[config.mk]
export PLATFORM = sky130hd
export DESIGN_NAME = noc_skid_buffer
export DESIGN_NICKNAME = d
export VERILOG_FILES = /design/src/rtl/noc_skid_buffer_pkg.sv /design/src/rtl/noc_pipe_reg.sv /design/src/rtl/noc_skid_buffer.sv
export SDC_FILE = /design/constraint.sdc
export NUM_CORES = 1
export LEC_CHECK = 0
export ABC_AREA = 0
export CORE_MARGIN = 2
export CORE_UTILIZATION = 45
export CTS_CLUSTER_DIAMETER = 60
export CTS_CLUSTER_SIZE = 28
export DETAILED_ROUTE_END_ITERATION = 7
export PLACE_DENSITY_LB_ADDON = 0.12
export SYNTH_ARGS = -nofsm -noshare
export SYNTH_HDL_FRONTEND = slang
export SYNTH_SLANG_ARGS = --single-unit
[constraint.sdc]
create_clock -name clk -period 1.7 [get_ports clk]
set_input_delay 0.34 -clock clk [delete_from_list [all_inputs] [get_ports clk]]
set_output_delay 0.34 -clock clk [all_outputs]
set_load 0.02 [all_outputs]
[src/rtl/noc_skid_buffer_pkg.sv]
// Shared link-stage constants: flit width and the occupancy encoding
// (EMPTY/BUSY/FULL) reused by other NoC link stages.
package noc_skid_buffer_pkg;

    localparam int FLIT_W = 64;

    // Encoding equals the number of held entries, so occupancy is the state itself.
    typedef enum logic [1:0] {
        OCC_EMPTY = 2'd0,
        OCC_BUSY  = 2'd1,
        OCC_FULL  = 2'd2
    } occ_e;

endpackage

[src/rtl/noc_pipe_reg.sv]
// DATA_W-wide enable-gated register with synchronous active-low clear.
module noc_pipe_reg #(
    parameter int DATA_W = 64
) (
    input  logic              clk,
    input  logic              rst_n,
    input  logic              en,
    input  logic [DATA_W-1:0] d,
    output logic [DATA_W-1:0] q
);

    always_ff @(posedge clk) begin
        if (!rst_n)  q <= '0;
        else if (en) q <= d;
    end

endmodule

[src/rtl/noc_skid_buffer.sv]
// Two-entry valid/ready skid buffer: registered in_ready, registered data path,
// full throughput, plus a saturating stall counter for link back-pressure debug.
module noc_skid_buffer
    import noc_skid_buffer_pkg::*;
#(
    parameter int DATA_W = FLIT_W,
    parameter int CNT_W  = 16
) (
    input  logic              clk,
    input  logic              rst_n,
    input  logic              in_valid,
    output logic              in_ready,
    input  logic [DATA_W-1:0] in_data,
    output logic              out_valid,
    input  logic              out_ready,
    output logic [DATA_W-1:0] out_data,
    output logic [1:0]        occupancy,
    output logic [CNT_W-1:0]  stall_cnt,
    input  logic              stall_cnt_clr
);

    occ_e              state, state_nxt;
    logic              acc, pop;
    logic              main_en, skid_en, main_sel_skid;
    logic [DATA_W-1:0] main_d, skid_q;

    assign acc = in_valid && in_ready;
    assign pop = out_valid && out_ready;

    always_ff @(posedge clk) begin
        if (!rst_n) state <= OCC_EMPTY;
        else        state <= state_nxt;
    end

    always_comb begin
        state_nxt     = state;
        main_en       = 1'b0;
        skid_en       = 1'b0;
        main_sel_skid = 1'b0;
        case (state)
            OCC_EMPTY: begin
                if (acc) begin
                    main_en   = 1'b1;
                    state_nxt = OCC_BUSY;
                end
            end
            OCC_BUSY: begin
                if (acc && pop) begin
                    main_en = 1'b1;
                end else if (acc) begin
                    skid_en   = 1'b1;
                    state_nxt = OCC_FULL;
                end else if (pop) begin
                    state_nxt = OCC_EMPTY;
                end
            end
            OCC_FULL: begin
                if (pop) begin
                    main_en       = 1'b1;
                    main_sel_skid = 1'b1;
                    state_nxt     = OCC_BUSY;
                end
            end
            default: state_nxt = OCC_EMPTY;
        endcase
    end

    assign main_d = main_sel_skid ? skid_q : in_data;

    noc_pipe_reg #(.DATA_W(DATA_W)) u_main (
        .clk   (clk),
        .rst_n (rst_n),
        .en    (main_en),
        .d     (main_d),
        .q     (out_data)
    );

    noc_pipe_reg #(.DATA_W(DATA_W)) u_skid (
        .clk   (clk),
        .rst_n (rst_n),
        .en    (skid_en),
        .d     (in_data),
        .q     (skid_q)
    );

    // Looks at next state only, so out_ready never reaches in_ready combinationally.
    always_ff @(posedge clk) begin
        if (!rst_n) in_ready <= 1'b0;
        else        in_ready <= (state_nxt != OCC_FULL);
    end

    assign out_valid = (state != OCC_EMPTY);
    assign occupancy = state;

    always_ff @(posedge clk) begin
        if (!rst_n)                                              stall_cnt <= '0;
        else if (stall_cnt_clr)                                  stall_cnt <= '0;
        else if (out_valid && !out_ready && (stall_cnt != '1))   stall_cnt <= stall_cnt + 1'b1;
    end

endmodule

==> results of run 1 <==
cells in the final DEF, fill, tap and decap left out, types with 17 or more instances in the layout:
| master | count |
|---|---|
| clkdlybuf4s50_1 | 66 |
| a21boi_0 | 28 |
| a21boi_1 | 36 |
| nand2_1 | 202 |
| dlygate4sd2_1 | 82 |
| mux2i_1 | 70 |
| buf_4 | 27 |
| clkbuf_16 | 18 |
| o211a_1 | 64 |
| buf_12 | 17 |
| dfxtp_1 | 142 |
flip-flops by register name (all words and copies together), names as in the netlist:
name       cells
stall_cnt     16
u_skid.q      64
in_ready       1
u_main.q      64
occupancy      2
what timing repair did:
action | 4_1_cts | 5_1_grt
setup endpoints to repair | 88 | 134
cloned | 0 | 1
pin swaps | 0 | 2
setup buffers | 0 | 2
gates resized for setup | 92 | 9
metal layers:
layer,GRT usage [%],wire (um),up-vias
li1,-,-,2728
met1,25.6,7140,2638
met2,35.1,7770,114
met3,6.83,946,9
met4,6.54,94,0
met5,0,0,-
metrics by stage:
stage                     util [%]  setup TNS (ns)  cells  area [um2]
after floorplan                  -               0    683        6360
after global placement        60.7          -47.94   1004        8390
after detailed placement      60.7          -53.83   1004        8390
after CTS                     64.7         -0.0167   1036        8940
after global routing          65.1         -0.0195   1039        9010
final                         65.1               0   1039        9010
worst max-delay path by stage:
stage | from | end | cells after the start
after global placement | out_ready | stall_cnt[12]$_SDFFE_PP0P_ | 5
after floorplan | stall_cnt[0]$_SDFFE_PP0P_ | stall_cnt[3]$_SDFFE_PP0P_ | 5
after detailed placement | out_ready | stall_cnt[12]$_SDFFE_PP0P_ | 5
after CTS | occupancy[1]$_SDFF_PN0_ | out_valid | 2
after global routing | stall_cnt[1]$_SDFFE_PP0P_ | stall_cnt[3]$_SDFFE_PP0P_ | 6
final | stall_cnt[0]$_SDFFE_PP0P_ | stall_cnt[3]$_SDFFE_PP0P_ | 6
area by class of cell:
type / count / area (um2)
fill: 1155 / 4820
multi-input combinational: 482 / 3210
sequential: 147 / 2950
timing repair buffer: 197 / 1990
clock buffer: 24 / 512
tap: 180 / 225
clock inverter: 8 / 121
inverter: 1 / 3.75
power breakdown:
| part | leakage, nW | internal, mW | total [mW] | switching [mW] |
|---|---|---|---|---|
| registers | 1.20 | 3.59 | 3.67 | 0.0770 |
| logic | 3.15 | 0.495 | 0.989 | 0.494 |
| clock network | 0.312 | 2.54 | 3.94 | 1.40 |
worst max-delay path: cells and delay by family, from the launching register on:
family                   cells  cell delay [ns]
buffers and inverters        1             0.17
adder cells (fa/ha/maj)      1             0.17
AO/OA/AOI/OAI                1             0.15
AND/OR/NAND/NOR              3             0.78
flip-flops                   1             0.33
cell families after synthesis:
kind of cell / count (synthesis)
AO/OA/AOI/OAI: 156
adder cells (fa/ha/maj): 1
buffers and inverters: 54
flip-flops: 147
multiplexers: 70
AND/OR/NAND/NOR: 255
==> impl_metrics.csv, run 1 <==
group,metric,value,unit
synth,synth_fp_nets,753,
synth,synth_top_flop_cell,"dfxtp_1",
synth,synth_mux_area_share,11.0,%
synth,synth.most_common_cell,"nand2_1",
synth,yosys.area.top_type,"dfxtp_1",
critical_path,r2r-start,"stall_cnt[0]$_SDFFE_PP0P_",
hold_path,min_path_cells,2,
die,chipWidth,123,um
cells_and_area,diodes,0,
routing,totalWireLength,15900,um
routing,vias,5489,
critical_path,cp-end-kind,"register",
hold_path,whs_endpoint,"u_main.q[57]$_SDFFE_PN0P_",
pwr,total_power,8.60,mW
routing,viasPerCell,5.28,
routing,first_pass_iters,5,
grt,gr-total-overflow,0,
routing,wire_per_inst,15.3,um
placed_design,routabilityCongestion,0.830,
die,pin_count,153,
placed_design,pre_cts_slack,-0.467,ns
run_status,status,"complete, no violations",
synth,postSynthCellCount,683,
die,die_y,123,um
pwr,ir_worst_vdd,0.666,mV
cells_and_area,layout.nets,916,
critical_path,crit_required,2.04,ns
die,dieArea,15100,um2
cts,clkLatencyLatePin,0.42,ns
critical_path,path_class,"register to register",
synth,synth_compound_area_share,20.4,%
cts,cts.sinks,147,
cells_and_area,area_delta_synth_final,41.7,%
grt,grt_pass1_wl,25100,um
synth,synth-seq-cells,147,
synth,ys_top_cells_by_count,"nand2_1, dfxtp_1, mux2i_1",
cts,htreeDepth,4,
critical_path,timing.rr.end,"stall_cnt[3]$_SDFFE_PP0P_",
timing,worst_pin_slew,0.430,ns
timing,skew,0.0144,ns
synth,ys_seq_area_share,46.3,%
synth,netlist_area,6360,um2
hold_path,worstHoldStart,"rst_n",
synth,synth_simple_gate_area_share,17.9,%
timing,max_slew_margin,71.3,%
synth,synth_edf_count,0,
placed_design,place_hpwl,10500,um
synth,synth_xor_area_share,0,%
cells_and_area,drive_gt1_share,12.0,%
cts,cts_hold_buf,0,
hold_path,hold_class,"input pin to register",
critical_path,arrival,2.00,ns
timing,timing.final.crit_share,97.7,%
critical_path,path_cells,"ha_4, nand3_4, nor4_4, buf_4, or4_2, a21oi_2",
synth,synth_cell_types,43,
die,initial_core_util,46.0,%
grt,grt_usage,21.0,%
cts,cts_buffer_depth,2,
grt,grt_pass1_vias,5270,
grt,antenna_found_initial,0,
job,drv_cap,0,
pwr,power_leakage,4.66,nW
synth,synthTopCellsByArea,"dfxtp_1, nand2_1, mux2i_1",
routing,drcViolationCount,0,
critical_path,rrSetupSlack,0.04,ns
timing,fin_crit,1.66,ns
synth,synth_top_family_by_area,"compound AO/OA/AOI/OAI gates",
synth,synth_top_area_share,46.3,%
die,core,13800,um2
timing,layout_setup_ws,0.0396,ns
grt,grt_max_degree,111,
critical_path,startpoint_type,"register",
critical_path,r2r_cells,6,
critical_path,cp_max_fo,11,
timing,fmax,602,MHz
critical_path,worst_path_max_delay_cell,"or4_2",
timing,hold_viol,0,
timing,drv_slew,0,
timing,hold_ws,0.254,ns
routing,drt_iter0_drc,354,
cts,cts_tree,"yes",
die,rows,43,
synth,synth_fa_ha_area_share,0.197,%
synth,yosys_warnings,0,
timing,setup_viol,0,
cts,ctsRootBufferMaster,"clkbuf_16",
cts,clkTransAtPathRegs,0.06,ns
synth,synthArstFlopShare,0,%
pwr,cellPowerDensity,955,nW/um2
routing,ant_nets,0,
placed_design,port_buffers,152,
critical_path,max_stage_delay,0.63,ns
cts,numCtsBuffers,17,
synth,syn_avg_cell_area,9.31,um2
Power figures use the tool's default switching activity.
==> inputs of run 2 (changes only) <==
--- a/config.mk
+++ b/config.mk
@@ -7,7 +7,7 @@
 export LEC_CHECK = 0
 export ABC_AREA = 0
 export CORE_MARGIN = 2
-export CORE_UTILIZATION = 45
+export CORE_UTILIZATION = 50
 export CTS_CLUSTER_DIAMETER = 60
 export CTS_CLUSTER_SIZE = 28
 export DETAILED_ROUTE_END_ITERATION = 7
==> constraint.sdc (replaced) <==
create_clock -name clk -period 1.9 [get_ports clk]
set_input_delay 0.38 -clock clk [delete_from_list [all_inputs] [get_ports clk]]
set_output_delay 0.38 -clock clk [all_outputs]
set_load 0.02 [all_outputs]
==> run 2 against run 1 <==
Against the previous run:
- utilization increased by 6.0 points
- total power decreased by 13%
- setup slack got worse by 0.0043 ns
- first-iteration DRC count grew 16%
- sequential share of layout area rose by 0.33 points
- critical path depth decreased by 5
- via count is 0.35% lower
- hold slack improved by 0.11 ns
- register-to-register slack better by 0.06 ns
- wire length is 2.6% lower
==> impl_metrics.csv, run 2 (synthesized netlist as in run 1, its figures left out) <==
group,metric,value,unit
routing,totalWireLength,15500,um
placed_design,port_buffers,152,
timing,finalSetupTns,0,ns
timing,hold_viol,0,
timing,setup_viol,0,
pwr,power_leakage,4.39,nW
die,initial_core_util,50.8,%
timing,max_slew_margin,68.7,%
cells_and_area,final_cell_mix,"nand2_1, dfxtp_1, clkdlybuf4s50_1, mux2i_1, o211a_1",
routing,wire_per_inst,15.2,um
cts,cts_hold_buf,0,
placed_design,place_hpwl,10300,um
timing,worst_pin_slew,0.468,ns
cells_and_area,nFillCells,976,
grt,grt_pass1_wl,24600,um
pwr,cellPowerDensity,838,nW/um2
timing,drv_slew,0,
cells_and_area,layout.nets,909,
cells_and_area,final_util,71.2,%
cells_and_area,area_delta_synth_final,40.1,%
critical_path,arrival,1.48,ns
die,pin_count,153,
cells_and_area,final_common_cell,"nand2_1",
routing,ant_nets,0,
pwr,total_power,7.47,mW
routing,drt_iter0_drc,411,
cts,cts_buffer_depth,2,
cts,cts_resized,8,
cells_and_area,diodes,0,
cts,cts_setup_buffers,0,
die,dieArea,13600,um2
pwr,ir_worst_vdd,0.535,mV
job,drv_cap,0,
grt,antenna_found_initial,0,
die,chipWidth,117,um
timing,skew,0.00806,ns
critical_path,cp-end-kind,"output port",
grt,gr-total-overflow,0,
critical_path,cp_num_buf_inv,1,
routing,first_pass_iters,4,
timing,timing.final.crit_share,98.1,%
cells_and_area,multiInputGateArea,3180,um2
cts,numCtsBuffers,17,
cells_and_area,drive_gt1_share,9.78,%
routing,vias,5470,
critical_path,max_stage_delay,0.64,ns
cts,cts_tree,"yes",
cells_and_area,ff_latch_area,2950,um2
critical_path,path_cells,"clkdlybuf4s50_1",
run_status,status,"complete, no violations",
critical_path,startpoint_type,"register",
hold_path,hold_class,"input pin to register",
die,rows,41,
routing,viasPerCell,5.36,
placed_design,dp.cells,992,
timing,fin_crit,1.86,ns
critical_path,crit_required,1.52,ns
critical_path,worst_path_max_delay_cell,"clkdlybuf4s50_1",
critical_path,crit_family,"buffers and inverters",
grt,grt_pass1_vias,5105,
timing,fmax,536,MHz
die,core,12500,um2
cells_and_area,fin_cells,1021,
die,die_y,117,um
cts,htreeDepth,4,
cts,ctsRootBufferMaster,"clkbuf_16",
critical_path,cp_max_fo,6,
cts,clkTransAtPathRegs,0.06,ns
cells_and_area,reg_top3,"u_main.q (64), u_skid.q (64), stall_cnt (16)",
routing,drcViolationCount,0,
placed_design,routabilityCongestion,0.792,
grt,grt_usage,22.9,%
timing,hold_ws,0.363,ns
critical_path,path_class,"register to output port",
cts,cts.sinks,147,
grt,grt_max_degree,104,
cts,clkLatencyLatePin,0.42,ns
==> run 2: worst reg2reg max path, cell delays in order, from the launching register on <==
cell	delay, ns
dfxtp_1	0.34
ha_1	0.18
nand3_1	0.14
buf_4	0.19
or2_2	0.32
or3_1	0.36
a21oi_1	0.19
==> run 2: report_power, final <==
group	total (mW)	switching, mW	internal (mW)
clock network	3.22	1.21	2.01
registers	3.29	0.0759	3.21
logic	0.955	0.439	0.516
==> run 2: cell type report <==
type                            instances  area share [%]
Multi-Input combinational cell        482            35.7
Sequential cell                       147            33.1
Timing Repair Buffer                  190            22.5
Clock buffer                           24            5.41
Tap cell                              172            2.42
Clock inverter                          5           0.871
Inverter                                1          0.0421
==> run 2: final timing paths <==
path | start | end | slack [ns] | depth (start not counted)
setup / recovery | stall_cnt[8]$_SDFFE_PP0P_ | stall_cnt[8] | 0.04 | 1
hold / removal | rst_n | u_main.q[60]$_SDFFE_PN0P_ | 0.36 | 2
setup reg to reg | stall_cnt[0]$_SDFFE_PP0P_ | stall_cnt[12]$_SDFFE_PP0P_ | 0.10 | 6
hold reg to reg | u_skid.q[57]$_SDFFE_PN0P_ | u_skid.q[57]$_SDFFE_PN0P_ | 0.45 | 2
==> run 2: stage by stage <==
stage,cell area (um2),setup slack [ns]
after CTS,8880,0.00165
after global routing,8910,-0.0128
after floorplan,6360,0.147
after global placement,8330,-0.241
final,8910,0.0353
after detailed placement,8330,-0.276
==> run 2: per-layer routing <==
metal  vias to the layer above  global-route usage, %  part of all wire (%)
met5                         -                      0                     0
met4                         0                   8.00                   1.6
met3                        21                   6.54                   5.5
met2                       130                   37.5                    48
met1                      2619                   28.9                    45
li1                       2700                      -                     -
==> inputs of run 3 (changes only) <==
--- a/config.mk
+++ b/config.mk
@@ -14,4 +14,5 @@
 export PLACE_DENSITY_LB_ADDON = 0.12
 export SYNTH_ARGS = -nofsm -noshare
 export SYNTH_HDL_FRONTEND = slang
+export SYNTH_HIERARCHICAL = 1
 export SYNTH_SLANG_ARGS = --single-unit
==> run 3 against run 2 <==
Against the previous run:
- sequential cell count unchanged
- critical path depth unchanged
- design area up 3.2%
- clock power up 9.0%
- register-to-register slack about the same
- highest routed layer unchanged
==> impl_metrics.csv, run 3 <==
group,metric,value,unit
cts,cts_tree,"yes",
grt,antenna_found_initial,0,
placed_design,place_hpwl,9990,um
hold_path,hold_class,"input pin to register",
timing,hold_viol,0,
synth,ys_seq_area_share,43.8,%
critical_path,path_cells,"clkdlybuf4s50_1",
cts,cts_hold_buf,0,
cts,ctsRootBufferMaster,"clkbuf_16",
critical_path,cp-end-kind,"output port",
die,pin_count,153,
grt,grt_pass1_vias,5003,
routing,first_pass_iters,4,
placed_design,routabilityCongestion,0.870,
timing,finalSetupTns,0,ns
grt,grt_max_degree,132,
critical_path,cp_num_buf_inv,1,
cells_and_area,nFillCells,1014,
synth,synth.most_common_cell,"dfxtp_1",
pwr,cellPowerDensity,832,nW/um2
critical_path,worst_path_max_delay_cell,"clkdlybuf4s50_1",
critical_path,cp_max_fo,4,
synth,ys_top_cells_by_count,"dfxtp_1, nor2b_1, mux2i_1",
cells_and_area,final_util,69.7,%
timing,fmax,548,MHz
die,chipWidth,120,um
timing,worst_pin_slew,0.438,ns
routing,drt_iter0_drc,239,
pwr,ir_worst_vdd,0.450,mV
placed_design,pre_cts_slack,-0.264,ns
synth,synth-seq-cells,147,
timing,drv_slew,0,
synth,postSynthCellCount,603,
routing,ant_nets,0,
timing,skew,0.00752,ns
synth,yosys_warnings,6,
cts,clkTransAtPathRegs,0.06,ns
synth,synth_top_flop_cell,"dfxtp_1",
timing,rsz0062_at_grt,"no",
placed_design,port_buffers,152,
timing,fin_crit,1.83,ns
timing,timing.final.crit_share,96.1,%
routing,drcViolationCount,0,
job,drv_cap,0,
grt,grt_usage,21.1,%
cells_and_area,layout.nets,834,
routing,viasPerCell,5.10,
critical_path,crit_family,"buffers and inverters",
timing,layout_setup_ws,0.0738,ns
cells_and_area,drive_gt1_share,17.8,%
synth,synth_top_area_share,43.8,%
die,dieArea,14400,um2
grt,gr-total-overflow,0,
critical_path,path_class,"register to output port",
cts,cts.sinks,147,
timing,max_slew_margin,70.8,%
routing,wire_per_inst,15.6,um
critical_path,startpoint_type,"register",
die,core,13200,um2
synth,synthTopCellsByArea,"dfxtp_1, mux2i_1, nor2b_1",
synth,syn_avg_cell_area,11.1,um2
cells_and_area,final_cell_mix,"dfxtp_1, clkdlybuf4s50_1, nor2b_1, mux2i_1, mux2_2",
pwr,power_leakage,3.30,nW
cells_and_area,fin_cells,953,
synth,netlist_area,6710,um2
timing,setup_viol,0,
die,rows,42,
routing,vias,4865,
die,die_y,120,um
cts,htreeDepth,4,
critical_path,crit_required,1.52,ns
placed_design,dp.cells,921,
synth,synth_fp_nets,673,
critical_path,max_stage_delay,0.63,ns
cells_and_area,area_delta_synth_final,37.0,%
synth,synth_edf_count,0,
cells_and_area,diodes,0,
synth,synth_cell_types,45,
cts,clkLatencyLatePin,0.42,ns
cts,cts_buffer_depth,2,
cts,cts_setup_buffers,0,
run_status,status,"complete, no violations",
die,initial_core_util,50.9,%
cells_and_area,final_common_cell,"dfxtp_1",
synth,yosys.area.top_type,"dfxtp_1",
critical_path,arrival,1.45,ns
cts,numCtsBuffers,17,
cells_and_area,reg_top3,"u_main/q (64), u_skid/q (64), stall_cnt (16)",
grt,grt_pass1_wl,24300,um
routing,totalWireLength,14900,um
synth,synthArstFlopShare,0,%
[run 3: cell count changes after synthesis, moves of 12 or more]
cell / previous run / this run
mux2_2: 0 / 64
buf_8: 0 / 12
buf_2: 24 / 7
nor2b_1: 3 / 131
a21boi_1: 35 / 0
a21boi_0: 29 / 0
mux2i_1: 70 / 130
o211a_1: 64 / 0
nand2_1: 202 / 10
[run 3: cells by family after synthesis]
logic type,count (synthesis),share of synthesized area (%)
flip-flops,147,43.8
buffers and inverters,41,4.86
AO/OA/AOI/OAI,37,3.82
AND/OR/NAND/NOR,183,17.2
multiplexers,194,30.1
adder cells (fa/ha/maj),1,0.186
[run 3: what timing repair did]
action                     4_1_cts  5_1_grt
setup endpoints to repair        8        5
gates cloned                     0        0
gates resized for setup          8        5
pin swaps                        0        0
[run 3: worst paths after layout]
path | from | end | slack [ns] | cells after the start
min reg2reg | u_skid/q[33]$_SDFFE_PN0P_ | u_skid/q[33]$_SDFFE_PN0P_ | 0.51 | 2
max | stall_cnt[1]$_SDFFE_PP0P_ | stall_cnt[1] | 0.07 | 1
max reg2reg | stall_cnt[0]$_SDFFE_PP0P_ | stall_cnt[10]$_SDFFE_PP0P_ | 0.11 | 6
min | rst_n | stall_cnt[14]$_SDFFE_PP0P_ | 0.49 | 4
[run 3: layout make-up]
class	instances	area, um2	area share, %
well taps	176	220	2.39
repair buffers	183	1940	21.1
flip-flops and latches	147	2950	32.0
clock buffers	19	443	4.82
clock inverters	13	184	2.00
multi-input cells	415	3460	37.7
[run 3: stage by stage]
stage               hold slack, ns  instance area (um2)  power, mW
floorplan                    0.478                 6720       3.78
global placement             0.483                 8570       4.18
detailed placement           0.501                 8570       4.20
CTS                          0.459                 9180       7.72
global route                 0.505                 9200       7.93
finish                       0.485                 9200       7.65
[run 3: layer usage]
layer | global-route usage, % | vias up | share of wire [%]
met4 | 6.32 | 0 | 1.1
met5 | 0 | - | 0
met1 | 25.7 | 2284 | 45
met3 | 6.42 | 12 | 5.5
met2 | 35.9 | 132 | 49
li1 | - | 2437 | -
[run 3: power breakdown]
group / switching (mW) / internal [mW]
clock network: 1.29 / 2.23
logic: 0.376 / 0.521
registers: 0.0571 / 3.18
==> RTL edit: new RTL, flow settings as in run 3 <==
Reset style: asynchronous (`rst_n`), changed in 4 clocked blocks.
--- a/src/rtl/noc_pipe_reg.sv
+++ b/src/rtl/noc_pipe_reg.sv
@@ -11,3 +11,3 @@
 
-    always_ff @(posedge clk) begin
+    always_ff @(posedge clk or negedge rst_n) begin
         if (!rst_n)  q <= '0;
--- a/src/rtl/noc_skid_buffer.sv
+++ b/src/rtl/noc_skid_buffer.sv
@@ -29,3 +29,3 @@
 
-    always_ff @(posedge clk) begin
+    always_ff @(posedge clk or negedge rst_n) begin
         if (!rst_n) state <= OCC_EMPTY;
@@ -86,3 +86,3 @@
     // Looks at next state only, so out_ready never reaches in_ready combinationally.
-    always_ff @(posedge clk) begin
+    always_ff @(posedge clk or negedge rst_n) begin
         if (!rst_n) in_ready <= 1'b0;
@@ -94,3 +94,3 @@
 
-    always_ff @(posedge clk) begin
+    always_ff @(posedge clk or negedge rst_n) begin
         if (!rst_n)                                              stall_cnt <= '0;
Behaviour: differs if rst_n is asserted again (counterexample within 4 cycles, from zero or initial values and one cycle with rst_n low); with rst_n held inactive, the same outputs for 10 cycles.
==> RTL edit against run 3 <==
Sequential cell count stayed put. Highest routed layer unchanged. Setup slack worse by 14 ps. Synthesized area is 7.0% higher. Clock skew is 2.1 ps higher. Worst hold slack worse by 28 ps. Synthesized cell count is 24% lower. Wire length is 3.9% higher. Critical endpoint is now stall_cnt[14]. Cell area is 6.0% higher. Critical path type unchanged.
Power is not compared: it rests on default switching activity, and its combinational part moved more than twofold at a synthesized area within 25%.
==> RTL edit: results (changes against run 3) <==
status: finished, final reports clean (unchanged)
Total GRT Usage: 0.2129 (was 0.2111)
pre-CTS setup slack: -395.1 ps (was -264.1 ps)
met3 usage: 0.05037 (was 0.06416)
met2 usage: 0.3386 (was 0.3593)
Final Total Pwr: 0.01496 W
Post-Route Skew: 9.671 ps (was 7.523 ps)
post-placement cell count: 803 (was 921)
GR Layer Usage met1: 0.2848 (was 0.2571)
DRT iter0 DRCs: 171 (was 239)
first-pass GRT wire length: 24960 um (was 24260 um)
metal3 WL: 724 um (was 816 um)
share of cells above drive strength 1: 0.4353 (was 0.1776)
syn_area_per_cell: 15.72 um2 (was 11.13 um2)
PostCTS Resize Cnt: 10 (was 8)
critical path fanouts, max: 5 (was 4)
Critical path origin: stall_cnt[14] (was stall_cnt[1])
met1 wire length: 7010 um (was 6637 um)
slew at the pin closest to its max-slew limit: 462.5 ps (was 438.3 ps)
Mapped Area: 7184 um2 (was 6714 um2)
synth top area cells: dfrtp_1, mux2_4, mux2_2, buf_12, a21oi_1 (was dfxtp_1, mux2i_1, nor2b_1, mux2_2, buf_8)
largest net degree at the start of global routing: 43 (was 132)
non-filler cells, final: 837 (was 953)
Final Wtd Congestion: 0.8474 (was 0.8704)
proportion of synthesized chip area in sequential cells: 0.5120 (was 0.4383)
vias in the first global route: 4863 (was 5003)
Hold Buf Count CTS: 1 (was 0)
FILL cells: 930 (was 1014)
per-cell routed wire length: 18.50 um (was 15.64 um)
top cells by count, synth: dfrtp_1, mux2_4, mux2_2, a21oi_1, buf_12 (was dfxtp_1, nor2b_1, mux2i_1, mux2_2, clkbuf_1)
met2 WL post-DR: 7510 um (was 7295 um)
Hold Path Class: primary input to asynchronous set/reset pin (was primary input to flop)
nets: 714 (was 834)
Yosys cell types: 34 (was 45)
Mapped Nets: 527 (was 673)
RTL edit: layout make-up:
class                           count  area, um2  area share
Sequential cell                   147       3685      0.3779
Multi-Input combinational cell    283       3239      0.3322
Timing Repair Buffer              194       1981      0.2031
Clock buffer                       18      429.2     0.04401
Tap cell                          180      225.2     0.02310
Clock inverter                     14      187.7     0.01925
Inverter                            1      3.754   0.0003850
RTL edit: cell families after synthesis:
kind of cell    share of synthesized area
simple gates                      0.04511
buf+inv                           0.04423
fa+ha+maj                        0.001741
compound gates                    0.02874
flops                              0.5120
mux                                0.3682
RTL edit: final timing paths:
| check | endpoint | slack (ps) | depth (start not counted) |
|---|---|---|---|
| setup / recovery | stall_cnt[14] | 60 | 1 |
| hold / removal | u_skid/q[47] | 460 | 2 |
| max in group asynchronous | u_main/q[7] | 800 | 3 |
| min in group clk | u_skid/q[36] | 500 | 1 |
| setup reg to reg | stall_cnt[15] | 80 | 5 |
| hold reg to reg | u_skid/q[36] | 500 | 1 |
